==> src/rtl/mem_io_bridge_if.sv <==
// mem_io_bridge_if
// Groups the bus signals around mem_io_bridge into one bundle.
//   CPU side : cpu_a, cpu_wr, cpu_dout -> bridge ; cpu_din, cpu_rdy <- bridge
//   RAM side : ram_a, ram_we, ram_wdata <- bridge ; ram_rdata -> bridge
//   UART TX  : tx_data, tx_valid <- bridge ; tx_ready -> bridge
//   UART RX  : rx_data, rx_valid -> bridge ; rx_pop <- bridge
//   Status   : prog_stop <- bridge
//
// Handshakes: a TX byte transfers on any clock edge where tx_valid & tx_ready
// are both 1; tx_valid never depends combinationally on tx_ready. An RX byte is
// consumed on any edge where rx_pop is 1, and rx_pop is only raised while
// rx_valid is 1. A CPU access takes effect on any edge where cpu_rdy is 1; while
// cpu_rdy is 0 the CPU holds its address, strobe and data unchanged.
interface mem_io_bridge_if;
   logic [31:0] cpu_a;
   logic        cpu_wr;
   logic [7:0]  cpu_dout;
   logic [7:0]  cpu_din;
   logic        cpu_rdy;
   logic [16:0] ram_a;
   logic        ram_we;
   logic [7:0]  ram_wdata;
   logic [7:0]  ram_rdata;
   logic [7:0]  tx_data;
   logic        tx_valid;
   logic        tx_ready;
   logic [7:0]  rx_data;
   logic        rx_valid;
   logic        rx_pop;
   logic        prog_stop;

   // Bridge side
   modport slave (
      input  cpu_a, cpu_wr, cpu_dout, ram_rdata, tx_ready, rx_data, rx_valid,
      output cpu_din, cpu_rdy, ram_a, ram_we, ram_wdata, tx_data, tx_valid,
             rx_pop, prog_stop
   );

   // System side (CPU, RAM, UART)
   modport master (
      output cpu_a, cpu_wr, cpu_dout, ram_rdata, tx_ready, rx_data, rx_valid,
      input  cpu_din, cpu_rdy, ram_a, ram_we, ram_wdata, tx_data, tx_valid,
             rx_pop, prog_stop
   );
endinterface

==> src/rtl/mem_io_bridge.sv <==
// mem_io_bridge
// Decodes the CPU byte port into block RAM (0x00000-0x1FFFF), an unmapped
// hole (0x20000-0x2FFFF) and an I/O page (0x30000+, selected by cpu_a[2:0]).
// Buffers UART TX bytes in a FIFO, pops UART RX bytes, keeps a free-running
// cycle counter with a readable snapshot, and stalls the CPU through cpu_rdy.
// Ports:
//   clk_in, rst_in     : clock, asynchronous active-low reset
//   bus                : mem_io_bridge_if.slave (CPU, RAM, UART TX/RX, prog_stop)
//   dbg_tx_count_o     : TX FIFO occupancy
//   dbg_cycle_cnt_o    : free-running cycle counter
//   dbg_sel_o          : registered read-source selector
module mem_io_bridge #(
   parameter int TX_AW = 4
) (
   input  logic               clk_in,
   input  logic               rst_in,
   mem_io_bridge_if.slave     bus,
   output logic [TX_AW:0]     dbg_tx_count_o,
   output logic [31:0]        dbg_cycle_cnt_o,
   output logic [1:0]         dbg_sel_o
);

   typedef enum logic [1:0] {
      SEL_ZERO = 2'd0,
      SEL_RAM  = 2'd1,
      SEL_RX   = 2'd2,
      SEL_CNT  = 2'd3
   } sel_e;

   localparam logic [TX_AW:0] DEPTH = {1'b1, {TX_AW{1'b0}}};

   // Registers
   sel_e             sel_q, sel_d;
   logic [1:0]       byte_q, byte_d;
   logic [7:0]       rx_q, rx_d;
   logic [31:0]      cycle_cnt_q;
   logic [31:0]      snap_q, snap_d;
   logic             prog_stop_q, prog_stop_d;
   logic [TX_AW-1:0] wptr_q, rptr_q;
   logic [TX_AW:0]   count_q, count_d;
   logic [7:0]       mem_q [2**TX_AW];

   // Address decode
   logic       is_ram, is_io, io_rd, io_wr;
   logic [2:0] io_sel;
   logic       wr_tx, wr_stop, push_req, rd_rx;
   logic       fifo_full, tx_pop, accept, push;
   logic [7:0] push_data;
   logic       unused_addr_bits;

   assign unused_addr_bits = ^bus.cpu_a[31:18];

   assign is_ram = ~bus.cpu_a[17];
   assign is_io  = bus.cpu_a[17] & bus.cpu_a[16];
   assign io_sel = bus.cpu_a[2:0];
   assign io_rd  = is_io & ~bus.cpu_wr;
   assign io_wr  = is_io & bus.cpu_wr;

   // A null byte written to the data port is filtered out, so it never asks
   // for a FIFO slot and therefore can never stall.
   assign wr_tx    = io_wr & (io_sel == 3'd0) & (bus.cpu_dout != 8'h00);
   assign wr_stop  = io_wr & (io_sel == 3'd4);
   assign push_req = wr_tx | wr_stop;
   assign rd_rx    = io_rd & (io_sel == 3'd0);

   assign fifo_full = (count_q == DEPTH);
   assign bus.tx_valid = (count_q != '0);
   assign bus.tx_data  = mem_q[rptr_q];
   assign tx_pop       = bus.tx_valid & bus.tx_ready;

   // A pop in the same cycle frees the slot, so a full FIFO only stalls when
   // the UART is not draining it right now.
   assign bus.cpu_rdy = ~((push_req & fifo_full & ~tx_pop) |
                          (rd_rx & ~bus.rx_valid));
   assign accept = bus.cpu_rdy;

   assign push      = accept & push_req;
   assign push_data = wr_stop ? 8'h00 : bus.cpu_dout;

   assign bus.ram_a     = bus.cpu_a[16:0];
   assign bus.ram_wdata = bus.cpu_dout;
   assign bus.ram_we    = accept & bus.cpu_wr & is_ram;
   assign bus.rx_pop    = accept & rd_rx;
   assign bus.prog_stop = prog_stop_q;

   assign dbg_tx_count_o  = count_q;
   assign dbg_cycle_cnt_o = cycle_cnt_q;
   assign dbg_sel_o       = sel_q;

   // Next-state for accepted accesses
   always_comb begin
      sel_d       = sel_q;
      byte_d      = byte_q;
      rx_d        = rx_q;
      snap_d      = snap_q;
      prog_stop_d = prog_stop_q;
      if (accept) begin
         sel_d = SEL_ZERO;
         if (!bus.cpu_wr) begin
            if (is_ram) begin
               sel_d = SEL_RAM;
            end else if (rd_rx) begin
               sel_d = SEL_RX;
               rx_d  = bus.rx_data;
            end else if (is_io && io_sel[2]) begin
               // Only 0x30004 relatches; 0x30005..7 read the held snapshot.
               sel_d  = SEL_CNT;
               byte_d = io_sel[1:0];
               if (io_sel[1:0] == 2'd0) begin
                  snap_d = cycle_cnt_q;
               end
            end
         end
         if (wr_stop) begin
            prog_stop_d = 1'b1;
         end
      end
   end

   always_comb begin
      count_d = count_q;
      unique case ({push, tx_pop})
         2'b10:   count_d = count_q + 1'b1;
         2'b01:   count_d = count_q - 1'b1;
         default: count_d = count_q;
      endcase
   end

   always_ff @(posedge clk_in or negedge rst_in) begin
      if (!rst_in) begin
         sel_q       <= SEL_ZERO;
         byte_q      <= 2'd0;
         rx_q        <= 8'h00;
         cycle_cnt_q <= 32'd0;
         snap_q      <= 32'd0;
         prog_stop_q <= 1'b0;
         wptr_q      <= '0;
         rptr_q      <= '0;
         count_q     <= '0;
      end else begin
         sel_q       <= sel_d;
         byte_q      <= byte_d;
         rx_q        <= rx_d;
         cycle_cnt_q <= cycle_cnt_q + 32'd1;
         snap_q      <= snap_d;
         prog_stop_q <= prog_stop_d;
         count_q     <= count_d;
         if (push) begin
            wptr_q <= wptr_q + 1'b1;
         end
         if (tx_pop) begin
            rptr_q <= rptr_q + 1'b1;
         end
      end
   end

   // Storage needs no reset: an empty FIFO never exposes its contents.
   always_ff @(posedge clk_in) begin
      if (push) begin
         mem_q[wptr_q] <= push_data;
      end
   end

   // Read data path: RAM data arrives one cycle after the address, so the
   // selector registered at accept lines every source up with it.
   always_comb begin
      bus.cpu_din = 8'h00;
      unique case (sel_q)
         SEL_RAM:  bus.cpu_din = bus.ram_rdata;
         SEL_RX:   bus.cpu_din = rx_q;
         SEL_CNT: begin
            unique case (byte_q)
               2'd0:    bus.cpu_din = snap_q[7:0];
               2'd1:    bus.cpu_din = snap_q[15:8];
               2'd2:    bus.cpu_din = snap_q[23:16];
               default: bus.cpu_din = snap_q[31:24];
            endcase
         end
         default:  bus.cpu_din = 8'h00;
      endcase
   end

endmodule

==> src/flat_wrapper.sv <==
// flat-port wrapper written by rule: the top's interface ports become plain ports
module mem_io_bridge_flat 
#(
   parameter int TX_AW = 4
)
  (clk_in, rst_in, dbg_tx_count_o, dbg_cycle_cnt_o, dbg_sel_o, bus_cpu_a, bus_cpu_wr, bus_cpu_dout, bus_ram_rdata, bus_tx_ready, bus_rx_data, bus_rx_valid, bus_cpu_din, bus_cpu_rdy, bus_ram_a, bus_ram_we, bus_ram_wdata, bus_tx_data, bus_tx_valid, bus_rx_pop, bus_prog_stop);
  mem_io_bridge_if bus_i ();
  input  logic clk_in;
  input  logic rst_in;
  output logic [TX_AW:0] dbg_tx_count_o;
  output logic [31:0] dbg_cycle_cnt_o;
  output logic [1:0] dbg_sel_o;
  input wire logic [$bits(bus_i.cpu_a)-1:0] bus_cpu_a;
  input wire logic [$bits(bus_i.cpu_wr)-1:0] bus_cpu_wr;
  input wire logic [$bits(bus_i.cpu_dout)-1:0] bus_cpu_dout;
  input wire logic [$bits(bus_i.ram_rdata)-1:0] bus_ram_rdata;
  input wire logic [$bits(bus_i.tx_ready)-1:0] bus_tx_ready;
  input wire logic [$bits(bus_i.rx_data)-1:0] bus_rx_data;
  input wire logic [$bits(bus_i.rx_valid)-1:0] bus_rx_valid;
  output wire logic [$bits(bus_i.cpu_din)-1:0] bus_cpu_din;
  output wire logic [$bits(bus_i.cpu_rdy)-1:0] bus_cpu_rdy;
  output wire logic [$bits(bus_i.ram_a)-1:0] bus_ram_a;
  output wire logic [$bits(bus_i.ram_we)-1:0] bus_ram_we;
  output wire logic [$bits(bus_i.ram_wdata)-1:0] bus_ram_wdata;
  output wire logic [$bits(bus_i.tx_data)-1:0] bus_tx_data;
  output wire logic [$bits(bus_i.tx_valid)-1:0] bus_tx_valid;
  output wire logic [$bits(bus_i.rx_pop)-1:0] bus_rx_pop;
  output wire logic [$bits(bus_i.prog_stop)-1:0] bus_prog_stop;
  assign bus_i.cpu_a = bus_cpu_a;
  assign bus_i.cpu_wr = bus_cpu_wr;
  assign bus_i.cpu_dout = bus_cpu_dout;
  assign bus_i.ram_rdata = bus_ram_rdata;
  assign bus_i.tx_ready = bus_tx_ready;
  assign bus_i.rx_data = bus_rx_data;
  assign bus_i.rx_valid = bus_rx_valid;
  assign bus_cpu_din = bus_i.cpu_din;
  assign bus_cpu_rdy = bus_i.cpu_rdy;
  assign bus_ram_a = bus_i.ram_a;
  assign bus_ram_we = bus_i.ram_we;
  assign bus_ram_wdata = bus_i.ram_wdata;
  assign bus_tx_data = bus_i.tx_data;
  assign bus_tx_valid = bus_i.tx_valid;
  assign bus_rx_pop = bus_i.rx_pop;
  assign bus_prog_stop = bus_i.prog_stop;
  mem_io_bridge #(.TX_AW(TX_AW)) u_core (.clk_in(clk_in), .rst_in(rst_in), .bus(bus_i), .dbg_tx_count_o(dbg_tx_count_o), .dbg_cycle_cnt_o(dbg_cycle_cnt_o), .dbg_sel_o(dbg_sel_o));
endmodule
==> config.mk <==
export PLATFORM = sky130hd
export DESIGN_NAME = mem_io_bridge_flat
export DESIGN_NICKNAME = d
export VERILOG_FILES = /design/src/rtl/mem_io_bridge_if.sv /design/src/rtl/mem_io_bridge.sv /design/src/flat_wrapper.sv
export SDC_FILE = /design/constraint.sdc
export NUM_CORES = 1
export LEC_CHECK = 0
export ABC_AREA = 1
export CORE_UTILIZATION = 55
export DETAILED_ROUTE_END_ITERATION = 6
export GPL_ROUTABILITY_DRIVEN = 0
export PLACE_DENSITY = 0.87
export SYNTH_ARGS = -nofsm -noshare
export SYNTH_HDL_FRONTEND = slang
export SYNTH_SLANG_ARGS = --single-unit
==> constraint.sdc <==
create_clock -name clk_in -period 2.9 [get_ports clk_in]
set_clock_uncertainty 0.15 [all_clocks]
set_input_delay 0.87 -clock clk_in [delete_from_list [all_inputs] [get_ports clk_in]]
set_output_delay 0.87 -clock clk_in [all_outputs]
set_load 0.02 [all_outputs]
==> flow_summary.yaml <==
run_status:
  run_status: "finished, violations left"
  violations: "setup timing"
synth:
  synth.top_cell.area_share_pct: 37.9
  synth-edff-count: 128
  synth.area.top_cells: "sky130_fd_sc_hd__edfxtp_1, sky130_fd_sc_hd__dfrtp_1, sky130_fd_sc_hd__nand2_1"
  synthesis.area_mm2: 0.0101
  synthFlopType: "sky130_fd_sc_hd__edfxtp_1"
  yosys_register_bits: 218
  post_synth_inst_count: 1009
  synth_fa_ha_area_share_pct: 1.23
  synth_compound_gate_area_share_pct: 8.83
  synthSimpleGateAreaFrac_pct: 19.7
  synth_top_area_cell: "sky130_fd_sc_hd__edfxtp_1"
  warning_count_from_the_yosys_run: 0
  synth.area.mux_share_pct: 0
  synth.yosys.seq_area_share_pct: 60.1
  main_combinational_cell_family_by_area_after_synthesis: "simple AND/OR/NAND/NOR gates"
  post_synth_cell_types: 38
  synth_nets: 1080
  ys_async_sr_fraction_pct: 41.3
  post_synth_xor_area_fraction_pct: 3.54
  syn-mean-instance-area_um2: 10.1
timing:
  grt_setup_unrepaired: "yes"
  tightestPinTransition_ns: 1.39
  final-max-slew-violation-count: 0
  final-setup-viol-count: 8
  final-hold-violation-count: 0
  timing.final.ws_setup_ns: -0.293
  timing.max_slew.rel_slack_pct: 6.99
  period_share_pct: 110
  timing.final.crit_period_ns: 3.19
  max_freq_ghz: 0.313
worst_setup_path:
  criticalPathCategory: "register to primary output"
  worst_ep_arrival_time_ns: 2.17
  path_cells: "inv_8 -> buf_12 -> buf_12 -> buf_16 -> nor2_1 -> o211ai_1 -> o211ai_1 -> nand2_2 -> buf_6"
  required_ns: 1.88
  cp_slowest_cell: "sky130_fd_sc_hd__dfrtp_2"
  critical_path.max_stage_delay_ns: 0.49
  startpoint_type: "register"
  crit_fanout: 6
  cp-end-kind: "primary output"
run:
  max_cap_viol_count: 0
route:
  routed_via_count: 8245
  detailedRoute.firstIterationViolations: 777
  routed_wirelength_mm: 28.8
  drc: 0
  drt-pass1-iter-count: 5
  drt-wirelength-per-cell_um: 20.1
  route.detailed.vias_per_inst: 5.76
  antenna_violating_nets_post_route: 0
power:
  pwr_density_cell_mw_per_mm2: 808
  cellLeakagePower_nw: 5.41
  worst_ir_drop_vdd_mv: 0.795
cells_and_area:
  final_area_mm2: 0.0133
  antennaDiodeCount: 0
  mostFrequentLayoutCells: "sky130_fd_sc_hd__nand2_1, sky130_fd_sc_hd__edfxtp_1, sky130_fd_sc_hd__nor2_1"
  syn2layout_area_growth_pct: 31.1
  nets: 1256
  leading_cell_type_in_the_layout_fill_and_taps_excluded: "sky130_fd_sc_hd__nand2_1"
  drive_gt1_share_pct: 23.8
clocking:
  cts-buffers-inserted: 23
  worst_setup_hold_path_clk_slew_ns: 0.06
  cts-root-to-sink-buffers: 3
  cts_tree: "built"
  clkLatencyLatePin_ns: 0.53
  clock-root-buffer: "sky130_fd_sc_hd__clkbuf_16"
  cts_htree_levels: 1
  clkSinkCount: 218
placed_design:
  place_worst_setup_slack_ns: -0.759
  placement.io_buffers: 105
  dpl-instance-area_mm2: 0.0119
  dp.final_hpwl_mm: 17.2
grt:
  antenna_found_initial: 0
  overall_overflow_remaining_after_global_route: 0
  grt_pass1_vias: 8255
  grt_max_degree: 64
  global_route.usage.total_pct: 30.4
  grt_first_pass_wirelength_mm: 43.4
floorplanning:
  chipWidth_um: 138
  die_area_mm2: 0.0190
  placementRows: 49
  ios: 146
  core_footprint_mm2: 0.0180
  die_height_um: 138
  initial_core_utilization_pct: 56.3
hold_path:
  worst_hold_path_type: "input port to async pin"
-- synthesized netlist by cell type (all sizes together), types with 3 or more instances --
master	instances
nand4	8
buf	47
clkbuf	15
dfrtp	90
nor2	168
nand3	42
ha	10
o21ai	92
inv	62
nor3	14
nand2	233
edfxtp	128
o211ai	49
xnor2	14
a21oi	3
xor2	27
-- worst paths after layout --
check                                         startpoint                         end  slack, ns  depth (start not counted)
worst max-delay path                    u_core.rptr_q[0]              bus_tx_data[6]      -0.29                          9
worst min-delay path                              rst_in  u_core.dbg_cycle_cnt_o[15]       0.29                          1
worst max register to register  u_core.dbg_tx_count_o[2]    u_core.dbg_tx_count_o[3]       0.10                         17
worst min register to register         u_core.snap_q[28]           u_core.snap_q[28]       0.33                          2
max in group asynchronous                         rst_in            u_core.wptr_q[3]       1.66                          2
min in group clk_in                    u_core.snap_q[28]           u_core.snap_q[28]       0.33                          2
-- repair_timing --
action                                  4_1_cts  5_1_grt
hold buffers                                  0        0
pin swaps                                    41       59
resized for setup                           190      107
endpoints found under the hold margin         0        0
endpoints found under the setup margin       33       20
buffers inserted                             15       13
cloned                                        7        0
-- flip-flops by register name, indices dropped and copies added, names as in the netlist --
name / count
u_core.mem_q: 128
u_core.dbg_cycle_cnt_o: 32
u_core.snap_q: 32
u_core.rx_q: 8
u_core.dbg_tx_count_o: 5
u_core.rptr_q: 4
u_core.wptr_q: 4
u_core.byte_q: 2
u_core.dbg_sel_o: 2
u_core.bus.prog_stop: 1
-- critical path: cells and delay by family (launching register included) --
kind / cells / cell delay (ns)
buffers and inverters: 5 / 0.58
DFF: 1 / 0.49
AOI/OAI and AO/OA: 2 / 0.40
and+or+nand+nor: 2 / 0.16
-- layout make-up --
| class | instances | area (um2) |
|---|---|---|
| sequential | 218 | 6100 |
| fill | 1128 | 4720 |
| multi-input combinational | 666 | 3650 |
| timing repair buffer | 213 | 2240 |
| clock buffer | 29 | 598 |
| tap | 229 | 287 |
| inverter | 63 | 251 |
| clock inverter | 13 | 175 |
-- power breakdown --
group	internal (mW)	total [mW]	switching (mW)
Clock	1.83	3.04	1.22
Sequential	3.42	3.57	0.148
Combinational	1.87	4.13	2.27
-- layer usage --
| layer | vias up | wire length (um) | share of wire [%] | GRT usage (%) |
|---|---|---|---|---|
| li1 | 3722 | - | - | - |
| met1 | 4013 | 10200 | 36 | 34.9 |
| met2 | 410 | 15400 | 54 | 54.9 |
| met3 | 100 | 1750 | 6.1 | 5.19 |
| met4 | 0 | 1410 | 4.9 | 14.1 |
| met5 | - | 0 | 0 | 0 |
-- kinds of logic (layout without fill, tap and decap cells) --
logic type	count (synthesis)	count (layout)
AND/OR/NAND/NOR	468	468
adder cells (fa/ha/maj)	10	10
flip-flops	218	218
AO/OA/AOI/OAI	147	147
buffers and inverters	125	318
XOR/XNOR	41	41
-- per-stage QoR --
| stage | hold WS (ns) | TNS [ns] | instances | power (mW) | utilization [%] |
|---|---|---|---|---|---|
| floorplan | 0.294 | -0.0129 | 1009 | 5.40 | - |
| finish | 0.288 | -1.94 | 1431 | 10.8 | 73.8 |
| CTS | 0.320 | -1.42 | 1422 | 10.4 | 72.3 |
| global placement | 0.308 | -53.63 | 1358 | 6.49 | 65.8 |
| global route | 0.359 | -2.80 | 1431 | 11.2 | 73.8 |
| detailed placement | 0.310 | -72.23 | 1358 | 6.63 | 65.8 |
(Power assumes the default switching activity.)
